===== config.mk =====
export PLATFORM = sky130hd
export DESIGN_NAME = muldiv_unit
export DESIGN_NICKNAME = d
export VERILOG_FILES = /design/src/rtl/muldiv_pkg.sv /design/src/rtl/muldiv_step.sv /design/src/rtl/muldiv_unit.sv
export SDC_FILE = /design/constraint.sdc
export NUM_CORES = 1
export LEC_CHECK = 0
export CAP_MARGIN = 5
export CORE_MARGIN = 2
export CORE_UTILIZATION = 30
export DETAILED_ROUTE_END_ITERATION = 16
export DONT_BUFFER_PORTS = 1
export SLEW_MARGIN = 20
export SYNTH_ARGS = -nofsm -noshare
export SYNTH_HDL_FRONTEND = slang
export SYNTH_SLANG_ARGS = --single-unit

===== constraint.sdc =====
create_clock -name clk -period 10.15 [get_ports clk]
set_input_delay 2.03 -clock clk [delete_from_list [all_inputs] [get_ports clk]]
set_output_delay 2.03 -clock clk [all_outputs]
set_load 0.05 [all_outputs]

===== src/rtl/muldiv_pkg.sv =====
//------------------------------------------------------------------------------
// Module  : muldiv_pkg
// Brief   : Shared constants and encodings for the iterative RV32M/RV64M unit.
// Rev     : 1.0  initial release
//------------------------------------------------------------------------------
`default_nettype none

package muldiv_pkg;

    localparam logic [6:0] FUNCT7_MULDIV = 7'b0000001;

    typedef enum logic [2:0] {
        F3_MUL    = 3'b000,
        F3_MULH   = 3'b001,
        F3_MULHSU = 3'b010,
        F3_MULHU  = 3'b011,
        F3_DIV    = 3'b100,
        F3_DIVU   = 3'b101,
        F3_REM    = 3'b110,
        F3_REMU   = 3'b111
    } funct3_t;

    typedef enum logic [1:0] {
        IDLE = 2'b00,
        CALC = 2'b01,
        FIX  = 2'b10,
        DONE = 2'b11
    } state_t;

endpackage

`default_nettype wire


===== src/rtl/muldiv_step.sv =====
//------------------------------------------------------------------------------
// Module  : muldiv_step
// Brief   : One combinational shift-add (multiply) or restoring
//           shift-subtract (divide) step on a 2*XLEN accumulator.
// Rev     : 1.0  initial release
//------------------------------------------------------------------------------
`default_nettype none

module muldiv_step #(
    parameter int XLEN = 32
) (
    input  logic              i_is_div,
    input  logic [2*XLEN-1:0] i_acc,
    input  logic [XLEN-1:0]   i_opnd,
    output logic [2*XLEN-1:0] o_acc
);

    logic [XLEN:0] w_sum;
    logic [XLEN:0] w_trial;
    logic [XLEN:0] w_diff;

    always_comb begin
        // Multiply: {hi, multiplier}; the carry out of hi shifts into the top.
        w_sum   = {1'b0, i_acc[2*XLEN-1:XLEN]} + {1'b0, (i_acc[0] ? i_opnd : '0)};
        // Divide: {rem, quo}; the trial value is rem shifted left with the next dividend bit.
        w_trial = i_acc[2*XLEN-1:XLEN-1];
        w_diff  = w_trial - {1'b0, i_opnd};
        o_acc   = {w_sum, i_acc[XLEN-1:1]};
        if (i_is_div) begin
            if (!w_diff[XLEN]) begin
                o_acc = {w_diff[XLEN-1:0], i_acc[XLEN-2:0], 1'b1};
            end else begin
                o_acc = {w_trial[XLEN-1:0], i_acc[XLEN-2:0], 1'b0};
            end
        end
    end

endmodule

`default_nettype wire


===== src/rtl/muldiv_unit.sv =====
//------------------------------------------------------------------------------
// Module  : muldiv_unit
// Brief   : Iterative one-bit-per-cycle multiply/divide unit with valid/ready
//           request and result handshakes.
// Rev     : 1.0  initial release
//------------------------------------------------------------------------------
`default_nettype none

module muldiv_unit
    import muldiv_pkg::*;
#(
    parameter int XLEN = 32
) (
    input  logic            clk,
    input  logic            reset,
    input  logic            in_valid,
    output logic            in_ready,
    input  logic [6:0]      Funct7,
    input  logic [2:0]      Funct3,
    input  logic [XLEN-1:0] op_a,
    input  logic [XLEN-1:0] op_b,
    input  logic            kill,
    output logic            out_valid,
    input  logic            out_ready,
    output logic [XLEN-1:0] result,
    output logic            div_by_zero,
    output logic            illegal
);

    localparam int              c_cnt_w    = $clog2(XLEN);
    localparam logic [c_cnt_w-1:0] c_cnt_last = c_cnt_w'(XLEN - 1);
    localparam logic [XLEN-1:0] c_most_neg = {1'b1, {(XLEN-1){1'b0}}};

    state_t              r_state;
    state_t              w_state_nxt;
    logic [c_cnt_w-1:0]  r_cnt;
    logic [2*XLEN-1:0]   r_acc;
    logic [XLEN-1:0]     r_opnd;
    funct3_t             r_f3;
    logic                r_neg_q;
    logic                r_neg_r;
    logic [XLEN-1:0]     r_result;
    logic                r_dbz;
    logic                r_illegal;

    funct3_t             w_f3;
    logic                w_is_div;
    logic                w_signed_a;
    logic                w_signed_b;
    logic                w_sign_a;
    logic                w_sign_b;
    logic [XLEN-1:0]     w_mag_a;
    logic [XLEN-1:0]     w_mag_b;
    logic                w_illegal;
    logic                w_dbz;
    logic                w_ovf;
    logic                w_fast;
    logic [XLEN-1:0]     w_fast_result;
    logic                w_accept;
    logic [2*XLEN-1:0]   w_acc_step;
    logic [2*XLEN-1:0]   w_prod;
    logic [XLEN-1:0]     w_quo;
    logic [XLEN-1:0]     w_rem;
    logic [XLEN-1:0]     w_fix_result;

    assign in_ready    = (r_state == IDLE) && !kill;
    assign w_accept    = in_valid && in_ready;
    assign out_valid   = (r_state == DONE);
    assign result      = r_result;
    assign div_by_zero = r_dbz;
    assign illegal     = r_illegal;

    // Request decode, operand magnitudes and the single-edge special cases.
    always_comb begin
        w_f3       = funct3_t'(Funct3);
        w_is_div   = Funct3[2];
        w_signed_a = !(w_f3 inside {F3_MULHU, F3_DIVU, F3_REMU});
        w_signed_b = w_f3 inside {F3_MUL, F3_MULH, F3_DIV, F3_REM};
        w_sign_a   = w_signed_a && op_a[XLEN-1];
        w_sign_b   = w_signed_b && op_b[XLEN-1];
        w_mag_a    = w_sign_a ? -op_a : op_a;
        w_mag_b    = w_sign_b ? -op_b : op_b;
        w_illegal  = (Funct7 != FUNCT7_MULDIV);
        w_dbz      = !w_illegal && w_is_div && (op_b == '0);
        w_ovf      = !w_illegal && (w_f3 inside {F3_DIV, F3_REM})
                     && (op_a == c_most_neg) && (op_b == '1);
        w_fast     = w_illegal || w_dbz || w_ovf;
        w_fast_result = '0;
        if (w_dbz) begin
            w_fast_result = Funct3[1] ? op_a : '1;
        end else if (w_ovf) begin
            w_fast_result = Funct3[1] ? '0 : op_a;
        end
    end

    muldiv_step #(
        .XLEN (XLEN)
    ) u_step (
        .i_is_div (r_f3[2]),
        .i_acc    (r_acc),
        .i_opnd   (r_opnd),
        .o_acc    (w_acc_step)
    );

    // Sign fix-up and result selection once all XLEN steps are done.
    always_comb begin
        w_prod       = r_neg_q ? -r_acc : r_acc;
        w_quo        = r_neg_q ? -r_acc[XLEN-1:0] : r_acc[XLEN-1:0];
        w_rem        = r_neg_r ? -r_acc[2*XLEN-1:XLEN] : r_acc[2*XLEN-1:XLEN];
        w_fix_result = w_rem;
        case (r_f3)
            F3_MUL:                       w_fix_result = w_prod[XLEN-1:0];
            F3_MULH, F3_MULHSU, F3_MULHU: w_fix_result = w_prod[2*XLEN-1:XLEN];
            F3_DIV, F3_DIVU:              w_fix_result = w_quo;
            default:                      w_fix_result = w_rem;
        endcase
    end

    always_comb begin
        w_state_nxt = r_state;
        if (kill) begin
            w_state_nxt = IDLE;
        end else begin
            case (r_state)
                IDLE:    if (in_valid) w_state_nxt = w_fast ? DONE : CALC;
                CALC:    if (r_cnt == c_cnt_last) w_state_nxt = FIX;
                FIX:     w_state_nxt = DONE;
                DONE:    if (out_ready) w_state_nxt = IDLE;
                default: w_state_nxt = IDLE;
            endcase
        end
    end

    always_ff @(posedge clk or posedge reset) begin
        if (reset) begin
            r_state <= IDLE;
        end else begin
            r_state <= w_state_nxt;
        end
    end

    always_ff @(posedge clk or posedge reset) begin
        if (reset) begin
            r_cnt     <= '0;
            r_acc     <= '0;
            r_opnd    <= '0;
            r_f3      <= F3_MUL;
            r_neg_q   <= 1'b0;
            r_neg_r   <= 1'b0;
            r_result  <= '0;
            r_dbz     <= 1'b0;
            r_illegal <= 1'b0;
        end else begin
            case (r_state)
                IDLE: begin
                    if (w_accept) begin
                        r_f3    <= w_f3;
                        r_neg_q <= w_sign_a ^ w_sign_b;
                        r_neg_r <= w_sign_a;
                        r_acc   <= {{XLEN{1'b0}}, w_mag_a};
                        r_opnd  <= w_mag_b;
                        r_cnt   <= '0;
                        if (w_fast) begin
                            r_result  <= w_fast_result;
                            r_dbz     <= w_dbz;
                            r_illegal <= w_illegal;
                        end
                    end
                end
                CALC: begin
                    if (!kill) begin
                        r_acc <= w_acc_step;
                        // Hold at the last count so the counter never wraps.
                        if (r_cnt != c_cnt_last) begin
                            r_cnt <= r_cnt + 1'b1;
                        end
                    end
                end
                FIX: begin
                    if (!kill) begin
                        r_result  <= w_fix_result;
                        r_dbz     <= 1'b0;
                        r_illegal <= 1'b0;
                    end
                end
                default: begin
                end
            endcase
        end
    end

endmodule

`default_nettype wire


# --- Word level (Yosys, flattened, before mapping) ---
# Index checks and enable logic that the tools add are counted.
op_classes:
  add_sub_neg: 8
  eq_ne: 27
  n_mux: 37
  bitwise_logic: 1
  reduce_logical: 30
op_table:
  columns: ["cell", "count"]
  rows:
  - ["$mux 32", 12]
  - ["$mux 64", 5]
  - ["$neg 32->32", 4]
  - ["$pmux 64 s2", 1]
  - ["$pmux 32 s3", 1]
  - ["$eq 32x32->1 const B", 2]
  - ["$neg 64->64", 1]
  - ["$pmux 32 s2", 1]
  - ["$add 32x32->33", 1]
  - ["$sub 33x32->33", 1]
  - ["$logic_not 32->1", 1]
  - ["$eq 3x3->1 const B", 6]
  - ["$mux 5", 3]
  - ["$mux 2", 5]
  - ["$ne 2x2->1 const B", 5]
  - ["$pmux 5 s2", 1]
  - ["$eq 3x2->1 const B", 3]
  - ["$logic_and 1x1->1", 9]
  - ["$pmux 2 s4", 1]
  - ["$reduce_and 4->1", 2]
  - ["$ne 7x1->1 const B", 1]
  - ["$eq 3x1->1 const B", 2]
  - ["$logic_not 3->1", 2]
  - ["$ne 3x3->1 const B", 2]
  - ["19 further kinds", 31]
totals:
  register_bits: 142
  in_bits: 79
  out_inout_bits: 36
  wordCells: 113

# --- Depth between registers and ports, before layout ---
depth:
  ltp_word: 10
  mapped_depth: 15
  depth_no_buf: 14

# --- Cells and area by module ---
# A second synthesis with hierarchy kept.
unflattened:
  hier_cells: 2015
  area_unflattened_um2: 15203.3
by_module_without_submodules:
  columns: ["module", "n_inst", "cells_each", "area_each_um2", "seq_area_each_um2"]
  rows:
  - ["muldiv_unit", 1, 1363, 10677.7, 3553.4]
  - ["muldiv_step", 1, 652, 4525.6, 0.0]

# --- Worst setup path after synthesis ---
# OpenSTA, ideal clock, no wires.
synth_path:
  path_type: "input-to-output"
  startpoint: "in kill"
  endpoint: "out in_ready"
  arrival_time_ns: 2.782
  required_time_ns: 8.120
  slack_ns: 5.338
  cell_stages: 1
  n_path_buf: 0
  path_cell_list: "nor2b_1"
synth_between:
  elab_chain_cells: 2
synth_rtl:
  columns: ["item", "line_no", "text"]
  rows:
  - ["from (decl)", "muldiv_unit.sv:22", "input logic kill,"]
  - ["$logic_not 1->1", null, null]
  - ["$logic_and 1x1->1", "muldiv_unit.sv:66", "assign in_ready = (r_state == IDLE) && !kill;"]
  - ["to (decl)", "muldiv_unit.sv:17", "output logic in_ready,"]
# Every way passes these cells.

# --- Final worst setup path ---
layout_path:
  startpoint: "reg r_acc[32]"
  endpoint: "reg r_acc[57]"
layout_between:
  elab_chain_cells: 5
  word_cells_on_any_way: 6
  classes_between: "2 x add/sub; 4 x mux"
layout_rtl:
  columns: ["item", "line_no", "text"]
  rows:
  - ["from (decl)", "muldiv_unit.sv:37", "logic [2*XLEN-1:0] r_acc;"]
  - ["from (signal assigned)", "muldiv_unit.sv:160", "r_acc <= {{XLEN{1'b0}}, w_mag_a};"]
  - ["from (signal assigned)", "muldiv_unit.sv:172", "r_acc <= w_acc_step;"]
  - ["$sub 33x32->33", "muldiv_step.sv:27", "w_diff = w_trial - {1'b0, i_opnd};"]
  - ["$mux 64", "muldiv_step.sv:30", "if (!w_diff[XLEN]) begin"]
  - ["$mux 64 (*)", "muldiv_step.sv:29", "if (i_is_div) begin"]
  - ["$mux 64 (*)", "muldiv_unit.sv:171", "if (!kill) begin"]
  - ["$pmux 64 s2 (*)", "muldiv_unit.sv:154", "case (r_state)"]
# Mark *: on every way between the ends. The rest lies on a longest branch, timed or not. The select of a mux whose other input is x is not followed.
# A chain may end at the register's enable or synchronous reset.

==> key figures <==
STA
  • Final setup violation count: 0
  • Setup total negative slack: 0 ns
  • Endpoints failing hold: 0
  • Clock period minus worst slack: 4.92 ns
  • Unrepaired setup endpoints after global routing: false
  • Timing-limited maximum frequency: 0.203 GHz
  • Post-Route Skew: 0.0123 ns
  • Final Max Tran Viols: 0
  • Worst-Margin Slew: 1.16 ns
  • Final critical-path share of the clock period: 0.485
  • Worst slew margin: 0.227

Synthesis
  • Adder-Cell Fraction of Synth Area: 0.0680
  • Area fraction in compound gates after synthesis: 0.253
  • #FFs+latches synth: 142
  • FFs w/ async S/R, synth: 1.00
  • Nets in the synthesized netlist: 2095
  • Multiplexer area fraction after synthesis: 0.0456
  • Fraction of the mapped netlist area in simple logic gates: 0.223
  • Sequential-to-total area share from yosys stat: 0.247
  • Dominant combinational cell family by area after synthesis: compound AO/OA/AOI/OAI gates
  • Post-synth top flop: sky130_fd_sc_hd__dfrtp_1
  • Post-synthesis instance area: 14400 µm²
  • Number of instances in the synthesized netlist: 1939
  • Synth cell types: 79
  • Xor and xnor fraction of the mapped netlist area: 0.112
  • Number of flops mapped to enable cells by yosys: 0
  • Syn_area_per_cell: 7.43 µm²
  • Number of warnings reported in the yosys synthesis log: 0

Power
  • PnR Total Power: 5.67 mW
  • Leakage component of the power: 6.52 nW
  • IR drop worst, VDD: 0.170 mV
  • Power per cell area: 367 nW/µm²

Placed design
  • Sum of net half-perimeters after detailed placement: 37900 µm
  • Number of placed instances, taps included: 2437
  • Gpl congestion: 0.966
  • Port-buffer cells: 0

Clocking
  • Resize count post-CTS: 0
  • CTS hold repair buffers: 0
  • CTS clock-pin slew for the worst setup and hold paths: 0.07 ns
  • CTS Root Cell: sky130_fd_sc_hd__clkbuf_16
  • Maximum root-to-sink buffer count: 2
  • CTS Buf Count: 17
  • Skew-Pair Late Insertion Delay: 0.46 ns
  • TritonCTS Sinks: 142
  • CTS tree: done
  • Number of buffers inserted to repair setup after CTS: 0
  • CTS H-Tree Depth: 4

Drt
  • First-pass detailed-route iteration total: 6
  • DRT antenna net count: 0
  • Routed wire length per instance: 20.5 µm
  • Wire length reported by the detailed router: 50700 µm
  • Vias/cell: 5.81
  • Number of vias after detailed routing: 14349
  • Final routed DRC violation total: 0
  • Initial DRC Count: 1378

Worst setup path
  • Worst endpoint required time: 10.49 ns
  • Worst EP arrival: 5.27 ns
  • Peak fanout along the critical path: 47
  • Setup slack of the worst register-to-register path: 5.23 ns
  • Crit end category: register
  • Worst-case reg-to-reg path depth: 13
  • Type of the worst setup path: register to register
  • Launching element type of the critical path: register

Die
  • Top-Level Pins: 115
  • Row cnt: 80
  • Initial core utilization: 0.303
  • Full die area: 49800 µm²
  • Height of the die: 223 µm
  • Area of the core: 47500 µm²
  • Width of the die: 223 µm

Layout
  • Post-route non-filler standard cell count: 2470
  • Area added between synthesis and finish: 7.31%
  • Fraction of layout cells with a size suffix above 1: 0.0539
  • Post-layout net count: 1998
  • Inserted Diodes: 0

GRT
  • Overall routing resource usage: 0.203
  • Wire length of the first global-routing pass: 79900 µm
  • Vias in the first global route: 13857
  • Number of antenna violations at the first check in global routing: 2
  • Pin count of the biggest net entering global routing: 91
  • Overall overflow remaining after global route: 0

Status
  • Status: complete, no violations

Hold path
  • Worst hold stages: 2
  • Class of the worst hold path: register to register

Run
  • Reported max-cap violation count: 0
==> report_power, final <==
group,leakage (nW),switching (mW),total (mW),internal [mW]
Clock,0.296,0.289,0.687,0.398
Sequential,1.85,0.658,1.45,0.795
Combinational,4.38,2.17,3.53,1.36
==> cells in the mapped netlist, types with 6 or more instances <==
cell / n / area share
sky130_fd_sc_hd__nand2_1: 244 / 0.064
sky130_fd_sc_hd__o21ai_0: 234 / 0.081
sky130_fd_sc_hd__nor2_1: 196 / 0.051
sky130_fd_sc_hd__dfrtp_1: 142 / 0.25
sky130_fd_sc_hd__a21oi_1: 139 / 0.048
sky130_fd_sc_hd__clkbuf_1: 119 / 0.031
sky130_fd_sc_hd__xor2_1: 96 / 0.058
sky130_fd_sc_hd__xnor2_1: 88 / 0.054
sky130_fd_sc_hd__ha_1: 75 / 0.065
sky130_fd_sc_hd__inv_1: 64 / 0.017
sky130_fd_sc_hd__mux2i_1: 45 / 0.031
sky130_fd_sc_hd__nand3_1: 32 / 0.011
sky130_fd_sc_hd__nand2b_1: 31 / 0.013
sky130_fd_sc_hd__o31ai_1: 30 / 0.016
sky130_fd_sc_hd__a21o_1: 26 / 0.014
sky130_fd_sc_hd__nor3_1: 26 / 0.0090
sky130_fd_sc_hd__or3_1: 25 / 0.011
sky130_fd_sc_hd__nor4_1: 22 / 0.0096
sky130_fd_sc_hd__o22ai_1: 20 / 0.0087
sky130_fd_sc_hd__or4_1: 18 / 0.0094
sky130_fd_sc_hd__a22oi_1: 17 / 0.0089
sky130_fd_sc_hd__nand4_1: 16 / 0.0070
sky130_fd_sc_hd__o41ai_1: 16 / 0.0097
sky130_fd_sc_hd__a31oi_1: 15 / 0.0065
sky130_fd_sc_hd__o211ai_1: 14 / 0.0073
sky130_fd_sc_hd__o221ai_1: 13 / 0.0079
sky130_fd_sc_hd__or2_2: 12 / 0.0052
sky130_fd_sc_hd__a211oi_1: 10 / 0.0052
sky130_fd_sc_hd__and3_1: 9 / 0.0039
sky130_fd_sc_hd__mux2_1: 9 / 0.0070
sky130_fd_sc_hd__nor2b_1: 9 / 0.0039
sky130_fd_sc_hd__mux2_2: 8 / 0.0063
sky130_fd_sc_hd__o21a_1: 8 / 0.0042
sky130_fd_sc_hd__and2_1: 7 / 0.0030
sky130_fd_sc_hd__a221oi_1: 6 / 0.0036
sky130_fd_sc_hd__buf_1: 6 / 0.0016
==> metrics by stage <==
step / util / area (µm²) / hold slack [ns] / worst slack (ns)
after floorplan: - / 14400 / 0.450 / 4.31
after global placement: 0.311 / 14800 / 0.465 / 4.45
after detailed placement: 0.311 / 14800 / 0.473 / 4.34
after CTS: 0.324 / 15400 / 0.489 / 4.81
after global routing: 0.325 / 15500 / 0.509 / 4.96
final: 0.325 / 15500 / 0.481 / 5.23
==> worst paths after layout <==
kind | start | endpoint
max | r_acc[32]$_DFFE_PP0P_ | r_acc[57]$_DFFE_PP0P_
min in group asynchronous | reset | r_acc[28]$_DFFE_PP0P_
max in group asynchronous | reset | r_acc[1]$_DFFE_PP0P_
min | r_opnd[28]$_DFFE_PP0P_ | r_opnd[28]$_DFFE_PP0P_
max reg2reg | r_acc[32]$_DFFE_PP0P_ | r_acc[57]$_DFFE_PP0P_
min reg2reg | r_opnd[28]$_DFFE_PP0P_ | r_opnd[28]$_DFFE_PP0P_
==> cell usage in the layout (no fill, tap or decap), types with 16 or more instances in the layout <==
master,n
sky130_fd_sc_hd__or4_1,18
sky130_fd_sc_hd__o41ai_1,16
sky130_fd_sc_hd__a22oi_1,17
sky130_fd_sc_hd__nor3_1,26
sky130_fd_sc_hd__nand2b_1,31
sky130_fd_sc_hd__xnor2_1,88
sky130_fd_sc_hd__o31ai_1,30
sky130_fd_sc_hd__nor2_1,194
sky130_fd_sc_hd__o21ai_0,233
sky130_fd_sc_hd__inv_1,63
sky130_fd_sc_hd__dfrtp_1,139
sky130_fd_sc_hd__or3_1,24
sky130_fd_sc_hd__nand3_1,32
sky130_fd_sc_hd__mux2i_1,45
sky130_fd_sc_hd__clkbuf_16,17
sky130_fd_sc_hd__a21oi_1,138
sky130_fd_sc_hd__o22ai_1,20
sky130_fd_sc_hd__ha_1,74
sky130_fd_sc_hd__nand2_1,243
sky130_fd_sc_hd__xor2_1,96
sky130_fd_sc_hd__a21o_1,26
sky130_fd_sc_hd__nand4_1,16
sky130_fd_sc_hd__nor4_1,22
==> final cells by class <==
type | count | area (µm²)
Fill cell | 5043 | 32100
Multi-Input combinational cell | 1601 | 10100
Sequential cell | 142 | 3560
Tap cell | 615 | 769
Clock buffer | 18 | 439
Inverter | 65 | 249
Clock inverter | 14 | 181
Timing Repair Buffer | 15 | 133
==> per-layer routing <==
layer | up-vias | GRT usage | wire length (µm)
li1 | 6748 | - | -
met1 | 6908 | 0.275 | 23000
met2 | 593 | 0.317 | 22400
met3 | 98 | 0.0452 | 3860
met4 | 2 | 0.0747 | 1480
met5 | - | 0 | 24
==> kinds of logic (layout without fill, tap and decap cells) <==
logic type / count (synthesis) / in the layout
compound gates: 600 / 600
xor+xnor: 184 / 184
fa+ha+maj: 77 / 77
buf+inv: 196 / 112
flops: 142 / 142
mux: 63 / 63
simple gates: 677 / 677
==> sequential cells by signal (all words and copies together), names as in the netlist, 2 cells and up <==
register	cells
r_cnt	5
r_state	2
result	32
r_opnd	32
r_acc	64
r_f3	3
==> worst max-delay path, cell delays in order, from the launching register on <==
cell and delay, ns:
sky130_fd_sc_hd__dfrtp_1 0.66, sky130_fd_sc_hd__inv_1 0.26, sky130_fd_sc_hd__fa_1 0.50, sky130_fd_sc_hd__nand2b_1 0.18
sky130_fd_sc_hd__a21oi_1 0.30, sky130_fd_sc_hd__o21ai_0 0.30, sky130_fd_sc_hd__o311ai_0 0.61, sky130_fd_sc_hd__a31oi_1 0.34
sky130_fd_sc_hd__o211ai_1 0.24, sky130_fd_sc_hd__nand4b_1 0.13, sky130_fd_sc_hd__buf_4 0.48, sky130_fd_sc_hd__nand2b_1 0.43
sky130_fd_sc_hd__nor2_1 0.13, sky130_fd_sc_hd__a211o_1 0.25
No activity file was read; power rests on OpenSTA's default activity.
